## config.mk

```make
export PLATFORM = sky130hd
export DESIGN_NAME = osd_vram_wr_sched
export DESIGN_NICKNAME = d
export VERILOG_FILES = /design/src/rtl/osd_vram_wr_sched.sv
export SDC_FILE = /design/constraint.sdc
export NUM_CORES = 1
export LEC_CHECK = 0
export ABC_CLOCK_PERIOD_IN_PS = 5300
export CORE_UTILIZATION = 40
export CTS_BUF_LIST = sky130_fd_sc_hd__clkbuf_4
export DETAILED_ROUTE_END_ITERATION = 10
export SLEW_MARGIN = 5
export SYNTH_ARGS = -nofsm -noshare
export SYNTH_HDL_FRONTEND = slang
export SYNTH_SLANG_ARGS = --single-unit
```

## constraint.sdc

```tcl
create_clock -name CK_i -period 5.3 [get_ports CK_i]
set_input_delay 0.795 -clock CK_i [delete_from_list [all_inputs] [get_ports CK_i]]
set_output_delay 0.795 -clock CK_i [all_outputs]
set_load 0.02 [all_outputs]
```

## src/rtl/osd_vram_wr_sched.sv

```systemverilog
// OSD character VRAM write scheduler: merges a small CPU write FIFO with a fill/clear
// engine and issues at most one VRAM write per cycle, only while the video window is open.
module osd_vram_wr_sched #(
    parameter int C_AW        = 10,
    parameter int C_DW        = 8,
    parameter int C_FIFO_LG   = 2,
    parameter int C_FILL_LAST = 1023
) (
    input  logic            CK_i,
    input  logic            SYS_R_i,
    input  logic            CPU_WE_i,
    input  logic [C_AW-1:0] CPU_WAs_i,
    input  logic [C_DW-1:0] CPU_WDs_i,
    input  logic            FILL_REQ_i,
    input  logic [C_DW-1:0] FILL_DATAs_i,
    input  logic            WIN_i,
    input  logic            CLR_DROP_i,
    output logic            VRAM_WE_o,
    output logic [C_AW-1:0] VRAM_WAs_o,
    output logic [C_DW-1:0] VRAM_WDs_o,
    output logic            FIFO_FULL_o,
    output logic            DROP_o,
    output logic            BUSY_o,
    output logic            FILL_DONE_o
);
    localparam int                C_DEPTH     = 1 << C_FIFO_LG;
    localparam int                C_EW        = C_AW + C_DW;
    localparam logic [C_AW-1:0]   C_LAST_ADDR = C_AW'(C_FILL_LAST);
    localparam logic [C_FIFO_LG:0] C_DEPTH_CNT = (C_FIFO_LG + 1)'(C_DEPTH);

    typedef enum logic [1:0] {
        ST_IDLE = 2'd0,
        ST_FILL = 2'd1,
        ST_DONE = 2'd2
    } state_t;

    // Edge detectors
    logic cpu_we_prev_q;
    logic fill_req_prev_q;
    logic cpu_edge;
    logic fill_edge;

    // CPU write FIFO
    logic [C_EW-1:0]      mem_q [C_DEPTH];
    logic [C_FIFO_LG-1:0] rd_ptr_q, rd_ptr_d;
    logic [C_FIFO_LG-1:0] wr_ptr_q, wr_ptr_d;
    logic [C_FIFO_LG:0]   cnt_q, cnt_d;
    logic                 fifo_empty;
    logic                 fifo_full;
    logic                 push_ok;
    logic                 drop_evt;
    logic                 pop;
    logic [C_EW-1:0]      head;

    // Fill engine
    state_t          state_q, state_d;
    logic [C_AW-1:0] fill_addr_q, fill_addr_d;
    logic [C_DW-1:0] fill_data_q, fill_data_d;

    // Issue path
    logic            issue_cpu;
    logic            issue_fill;
    logic            issue_we;
    logic [C_AW-1:0] issue_wa;
    logic [C_DW-1:0] issue_wd;
    logic [C_AW-1:0] last_wa_q, last_wa_d;
    logic [C_DW-1:0] last_wd_q, last_wd_d;
    logic            drop_q, drop_d;

    assign cpu_edge  = CPU_WE_i & ~cpu_we_prev_q;
    assign fill_edge = FILL_REQ_i & ~fill_req_prev_q;

    assign fifo_empty = (cnt_q == '0);
    assign fifo_full  = (cnt_q == C_DEPTH_CNT);
    assign head       = mem_q[rd_ptr_q];

    // Issue handshake: VRAM_WE_o is a valid with no backpressure; WIN_i acts as ready,
    // and a source advances (FIFO pop or fill addr++) only in a cycle where both are high.
    assign issue_cpu  = WIN_i & ~fifo_empty;
    assign issue_fill = WIN_i & fifo_empty & (state_q == ST_FILL);
    assign issue_we   = issue_cpu | issue_fill;
    assign issue_wa   = issue_cpu ? head[C_EW-1:C_DW] : fill_addr_q;
    assign issue_wd   = issue_cpu ? head[C_DW-1:0]    : fill_data_q;

    assign pop      = issue_cpu;
    assign push_ok  = cpu_edge & (~fifo_full | pop);
    assign drop_evt = cpu_edge & fifo_full & ~pop;

    always_comb begin
        rd_ptr_d = rd_ptr_q;
        wr_ptr_d = wr_ptr_q;
        cnt_d    = cnt_q;
        if (pop) begin
            rd_ptr_d = rd_ptr_q + C_FIFO_LG'(1);
        end
        if (push_ok) begin
            wr_ptr_d = wr_ptr_q + C_FIFO_LG'(1);
        end
        case ({push_ok, pop})
            2'b10:   cnt_d = cnt_q + (C_FIFO_LG + 1)'(1);
            2'b01:   cnt_d = cnt_q - (C_FIFO_LG + 1)'(1);
            default: cnt_d = cnt_q;
        endcase
    end

    // Clear wins over a same-cycle overflow.
    always_comb begin
        drop_d = drop_q;
        if (CLR_DROP_i) begin
            drop_d = 1'b0;
        end else if (drop_evt) begin
            drop_d = 1'b1;
        end
    end

    always_comb begin
        last_wa_d = last_wa_q;
        last_wd_d = last_wd_q;
        if (issue_we) begin
            last_wa_d = issue_wa;
            last_wd_d = issue_wd;
        end
    end

    // Fill FSM: the address stops at the last one instead of wrapping.
    always_comb begin
        state_d     = state_q;
        fill_addr_d = fill_addr_q;
        fill_data_d = fill_data_q;
        case (state_q)
            ST_IDLE: begin
                if (fill_edge) begin
                    state_d     = ST_FILL;
                    fill_addr_d = '0;
                    fill_data_d = FILL_DATAs_i;
                end
            end
            ST_FILL: begin
                if (issue_fill) begin
                    if (fill_addr_q == C_LAST_ADDR) begin
                        state_d = ST_DONE;
                    end else begin
                        fill_addr_d = fill_addr_q + C_AW'(1);
                    end
                end
            end
            ST_DONE: begin
                state_d = ST_IDLE;
            end
            default: begin
                state_d = ST_IDLE;
            end
        endcase
    end

    always_ff @(posedge CK_i or posedge SYS_R_i) begin
        if (SYS_R_i) begin
            cpu_we_prev_q   <= 1'b0;
            fill_req_prev_q <= 1'b0;
            rd_ptr_q        <= '0;
            wr_ptr_q        <= '0;
            cnt_q           <= '0;
            drop_q          <= 1'b0;
            state_q         <= ST_IDLE;
            fill_addr_q     <= '0;
            fill_data_q     <= '0;
            last_wa_q       <= '0;
            last_wd_q       <= '0;
        end else begin
            cpu_we_prev_q   <= CPU_WE_i;
            fill_req_prev_q <= FILL_REQ_i;
            rd_ptr_q        <= rd_ptr_d;
            wr_ptr_q        <= wr_ptr_d;
            cnt_q           <= cnt_d;
            drop_q          <= drop_d;
            state_q         <= state_d;
            fill_addr_q     <= fill_addr_d;
            fill_data_q     <= fill_data_d;
            last_wa_q       <= last_wa_d;
            last_wd_q       <= last_wd_d;
        end
    end

    // Storage needs no reset: an empty count makes stale entries unreachable.
    always_ff @(posedge CK_i) begin
        if (push_ok) begin
            mem_q[wr_ptr_q] <= {CPU_WAs_i, CPU_WDs_i};
        end
    end

    assign VRAM_WE_o   = issue_we;
    assign VRAM_WAs_o  = issue_we ? issue_wa : last_wa_q;
    assign VRAM_WDs_o  = issue_we ? issue_wd : last_wd_q;
    assign FIFO_FULL_o = fifo_full;
    assign DROP_o      = drop_q;
    assign BUSY_o      = (state_q == ST_FILL);
    assign FILL_DONE_o = (state_q == ST_DONE);

endmodule

```

# Yosys cells after proc, flatten, opt, wreduce, memory -nomap -nowiden
# Memories as Yosys holds them, arrays and structs flattened.
# Cells that the tools add are included.
# word_totals
reg_bits	48
ramBits	72
inputBits	32
out_inout_bits	23
elab_cells	67
memories	1
# memory_table
memory	words	width	rd	rd_clocked_by_memory_dff	write_ports	line	text
mem_q	4	18	1	0	1	44	logic [C_EW-1:0] mem_q [C_DEPTH];
# op_classes
n_addsub	5
eq_ne	10
mux	17
bitwise	15
reduce_logical	8
# ops
cell	n
2-to-1 mux 10 bit	5
case mux 10 bit (2 select lines)	1
2-to-1 mux 8 bit	2
adder 10 x 1 -> 10 bit, second input constant	1
== test 10 bit, second input constant	1
AND 1 bit	8
2-to-1 mux 2 bit	3
case mux 3 bit (2 select lines)	1
nonzero test 2 bit	3
inverter 1 bit	5
adder 2 x 1 -> 2 bit, second input constant	2
== test 2 x 1 -> 1 bit, second input constant	2
== test 2 bit, second input constant	2
2-to-1 mux 1 bit	4
!= test 2 x 1 -> 1 bit, second input constant	2
!= test 2 bit, second input constant	2
case mux 2 bit (2 select lines)	1
AND reduction 4 bit	1
adder 3 x 1 -> 3 bit, second input constant	1
== test 3 bit, second input constant	1
zero test 3 bit	1
AND reduction 3 bit	1
subtractor 3 x 1 -> 3 bit, second input constant	1
zero test 2 bit	1
other kinds (2)	3

# Depth between registers and ports, before layout
# logic_depth
depth_word	7
ltp_mapped	8
mapped_depth_nobuf	7

# Worst setup path after synthesis
# No wires, ideal clock.
# synth_timing
kind	input-to-output
start	in WIN_i
end	out VRAM_WAs_o[0]
arrival_time_ps	1864
t_required_ps	4505
slack_ps	2641
stages	5
path_buffers	2
cell_sequence	o31a_1 -> buf_4 -> clkbuf_1 -> nand2_1 -> a31oi_1
# synth_between
elab_chain_cells	4
elab_cells_between_ends	6
classes_between	mux: 2; bitwise: 4
# synth_rtl
item	line	text
from (decl)	16	input logic WIN_i,
AND 1 bit (2 in series)	80	assign issue_fill = WIN_i & fifo_empty & (state_q == ST_FILL);
bitwise OR 1 bit	81	assign issue_we = issue_cpu | issue_fill;
2-to-1 mux 10 bit *	--	
to (decl)	19	output logic [C_AW-1:0] VRAM_WAs_o,
# Mark *: on every way between the ends. The rest lies on a longest branch, timed or not.

# Final worst setup path
# layout_timing
start	in WIN_i
end	out VRAM_WAs_o[9]
# Same word-level chain as after synthesis.

==> flow_summary_export.csv <==
group,metric,value,unit
route,dr.pass1.iters,7,
placement,place_congestion,0.788,
run,cap_viol_max_count,0,
yosys,syn-cell-area,4930,µm²
clock_network,path_clk_slew,0.10,ns
die,num_io_pins,55,
setup_path,cp_max_fo,20,
sta,period_minus_slack,4.15,ns
yosys,synth_nets,369,
placement,place_hpwl,6120,µm
yosys,synth_cell_types,47,
yosys,ys_warn_count,0,
status,violations,"DRC",
clock_network,cts-root-to-sink-buffers,2,
sta,slew_viol_final,0,
yosys,async_flop_share,40.0,%
final_layout,nets,430,
pwr,total_leakage_power,2.13,nW
clock_network,post_cts_buffers,0,
yosys,seq_area_frac_synth,68.3,%
die,start_util,41.0,%
global_routing,track_usage,16.6,%
sta,fmax,241,MHz
clock_network,cts_buffers,17,
route,routed_wl,9510,µm
die,fp.dieH,113,µm
route,viasPerCell,5.24,
sta,worst_slack,1.15,ns
setup_path,cp.arrival,3.36,ns
clock_network,clk_latency,0.52,ns
final_layout,syn_to_final_growth,20.4,%
die,coreArea,12000,µm²
pwr,p_per_area,517,nW/µm²
placement,place.port_buffers,54,
hold_path,hold_path_class,"register to register",
clock_network,tritoncts,"yes",
yosys,syn_inst,331,
sta,hold_violations,0,
sta,relSlewSlack,32.0,%
global_routing,grt_overflow,0,
final_layout,final_common_cell,"edfxtp_1",
setup_path,critical_path_class,"primary input to primary output",
setup_path,start_kind,"primary input",
global_routing,grt_max_degree,49,
final_layout,final_cell_mix,"edfxtp_1, clkdlybuf4s50_1, dfrtp_1, nand2_1, nor2_1",
sta,rsz0062_at_grt,"no",
route,drt-initial-drc-count,113,
placement,preCtsSetupSlack,1.15,ns
sta,setup_viol,0,
sta,fin_crit_sh,78.3,%
yosys,synth_ff_type,"edfxtp_1",
die,chipWidth,113,µm
status,status,"finished, violations left",
yosys,ys_ff_latch,120,
yosys,avgSynthCellArea,14.9,µm²
clock_network,ctsResizeCount,0,
global_routing,antenna_found_initial,1,
sta,skew,0.0117,ns
clock_network,htree_num_levels,4,
clock_network,hold_buffers,0,
sta,whs,0.513,ns
final_layout,drive_gt1_share,17.3,%
sta,setup_tns,0,ns
route,drcViolationCount,2,
pwr,ir_worst_vdd,0.180,mV
setup_path,required,4.51,ns
route,ant_nets,0,
route,routedWlPerCell,17.2,µm
route,vias,2900,
yosys,synth_edf_count,72,
clock_network,clock_sinks,120,
die,rows,40,
sta,tightest_slew,1.02,ns
global_routing,grt_first_pass_wirelength,15400,µm
clock_network,clockRootBuffer,"clkbuf_4",
global_routing,grt_pass1_vias,2897,
setup_path,worst_setup_path_end_kind,"primary output",
die,design.die.area,12800,µm²
## state kept, by name, indices dropped and copies added (netlist names)
| signal | count |
|---|---|
| fill_addr_q | 10 |
| DROP_o | 1 |
| fill_req_prev_q | 1 |
| rd_ptr_q | 2 |
| fill_data_q | 8 |
| wr_ptr_q | 2 |
| state_q | 2 |
| mem_q | 72 |
| cnt_q | 3 |
| last_wd_q | 8 |
| last_wa_q | 10 |
| cpu_we_prev_q | 1 |
## cell type report
class                   instances  area [µm²]
inverters                      10        37.5
well taps                     147         184
fillers                      1065        6080
repair buffers                 58         571
multi-input cells             185        1440
diodes                          1        2.50
clock inverters                15         208
clock buffers                  17         128
flip-flops and latches        120        3360
## metrics by stage
step                instances  instance area, µm²  power, mW  utilization [%]
finish                    553                5930       3.07             49.4
global route              553                5930       3.25             49.4
floorplan                 331                4930       1.99                -
global placement          520                5600       2.34             46.6
detailed placement        520                5600       2.35             46.6
CTS                       552                5930       3.11             49.4
## logic make-up after synthesis
| group | after synthesis | share of synthesized area, % |
|---|---|---|
| AO/OA/AOI/OAI | 50 | 6.73 |
| XOR/XNOR | 5 | 0.889 |
| adder cells (fa/ha/maj) | 6 | 1.68 |
| buffers and inverters | 26 | 2.72 |
| flip-flops | 120 | 68.3 |
| multiplexers | 28 | 10.5 |
| AND/OR/NAND/NOR | 96 | 9.27 |
## critical path, stage by stage
cell and delay [ns]:
clkdlybuf4s50_1 0.58, o41a_1 0.65, buf_4 0.36, nor2_1 0.07, a31oi_1 0.25, clkdlybuf4s50_1 0.66
## Yosys cell counts (2+ instances only)
cell type	instances	share of area [%]
nand4_1	2	0.25
and2_1	5	0.63
dfrtp_1	48	24
edfxtp_1	72	44
nand2_1	47	3.6
o31ai_1	2	0.30
a21oi_1	8	0.81
nor2_1	24	1.8
a31oi_1	19	2.4
and3_1	2	0.25
mux4_2	18	8.2
o211ai_1	2	0.30
nor2b_1	2	0.25
o21ai_0	9	0.91
o311ai_0	2	0.36
ha_1	5	1.3
inv_1	9	0.69
buf_2	12	1.2
nand3_1	2	0.20
mux2_2	8	1.8
xnor2_1	5	0.89
nor4_1	2	0.25
mux2i_1	2	0.41
## metal layers
metal	vias to the layer above	global-route usage (%)	part of all wire (%)
li1	1365	-	-
met1	1467	21.8	45
met2	55	25.7	50
met3	13	4.82	3.4
met4	0	7.54	1.6
met5	-	0	0
## path summary, 6_finish.rpt
kind,endpoint,slack (ns),cells after the start,from
worst max-delay path,VRAM_WAs_o[9],1.15,6,WIN_i
worst min-delay path,DROP_o,0.51,2,DROP_o
worst max register to register,mem_q[1][7],2.88,3,cnt_q[2]
worst min register to register,DROP_o,0.51,2,DROP_o
max in group asynchronous,fill_data_q[1],3.83,2,SYS_R_i
min in group asynchronous,DROP_o,0.83,2,SYS_R_i
## power breakdown
group	switching, mW	internal, mW	total, mW
clock	0.343	0.415	0.757
combinational	0.491	0.449	0.940
sequential	0.162	1.21	1.37
total	0.996	2.07	3.07
Note: power is estimated with default switching activity, not from simulation.
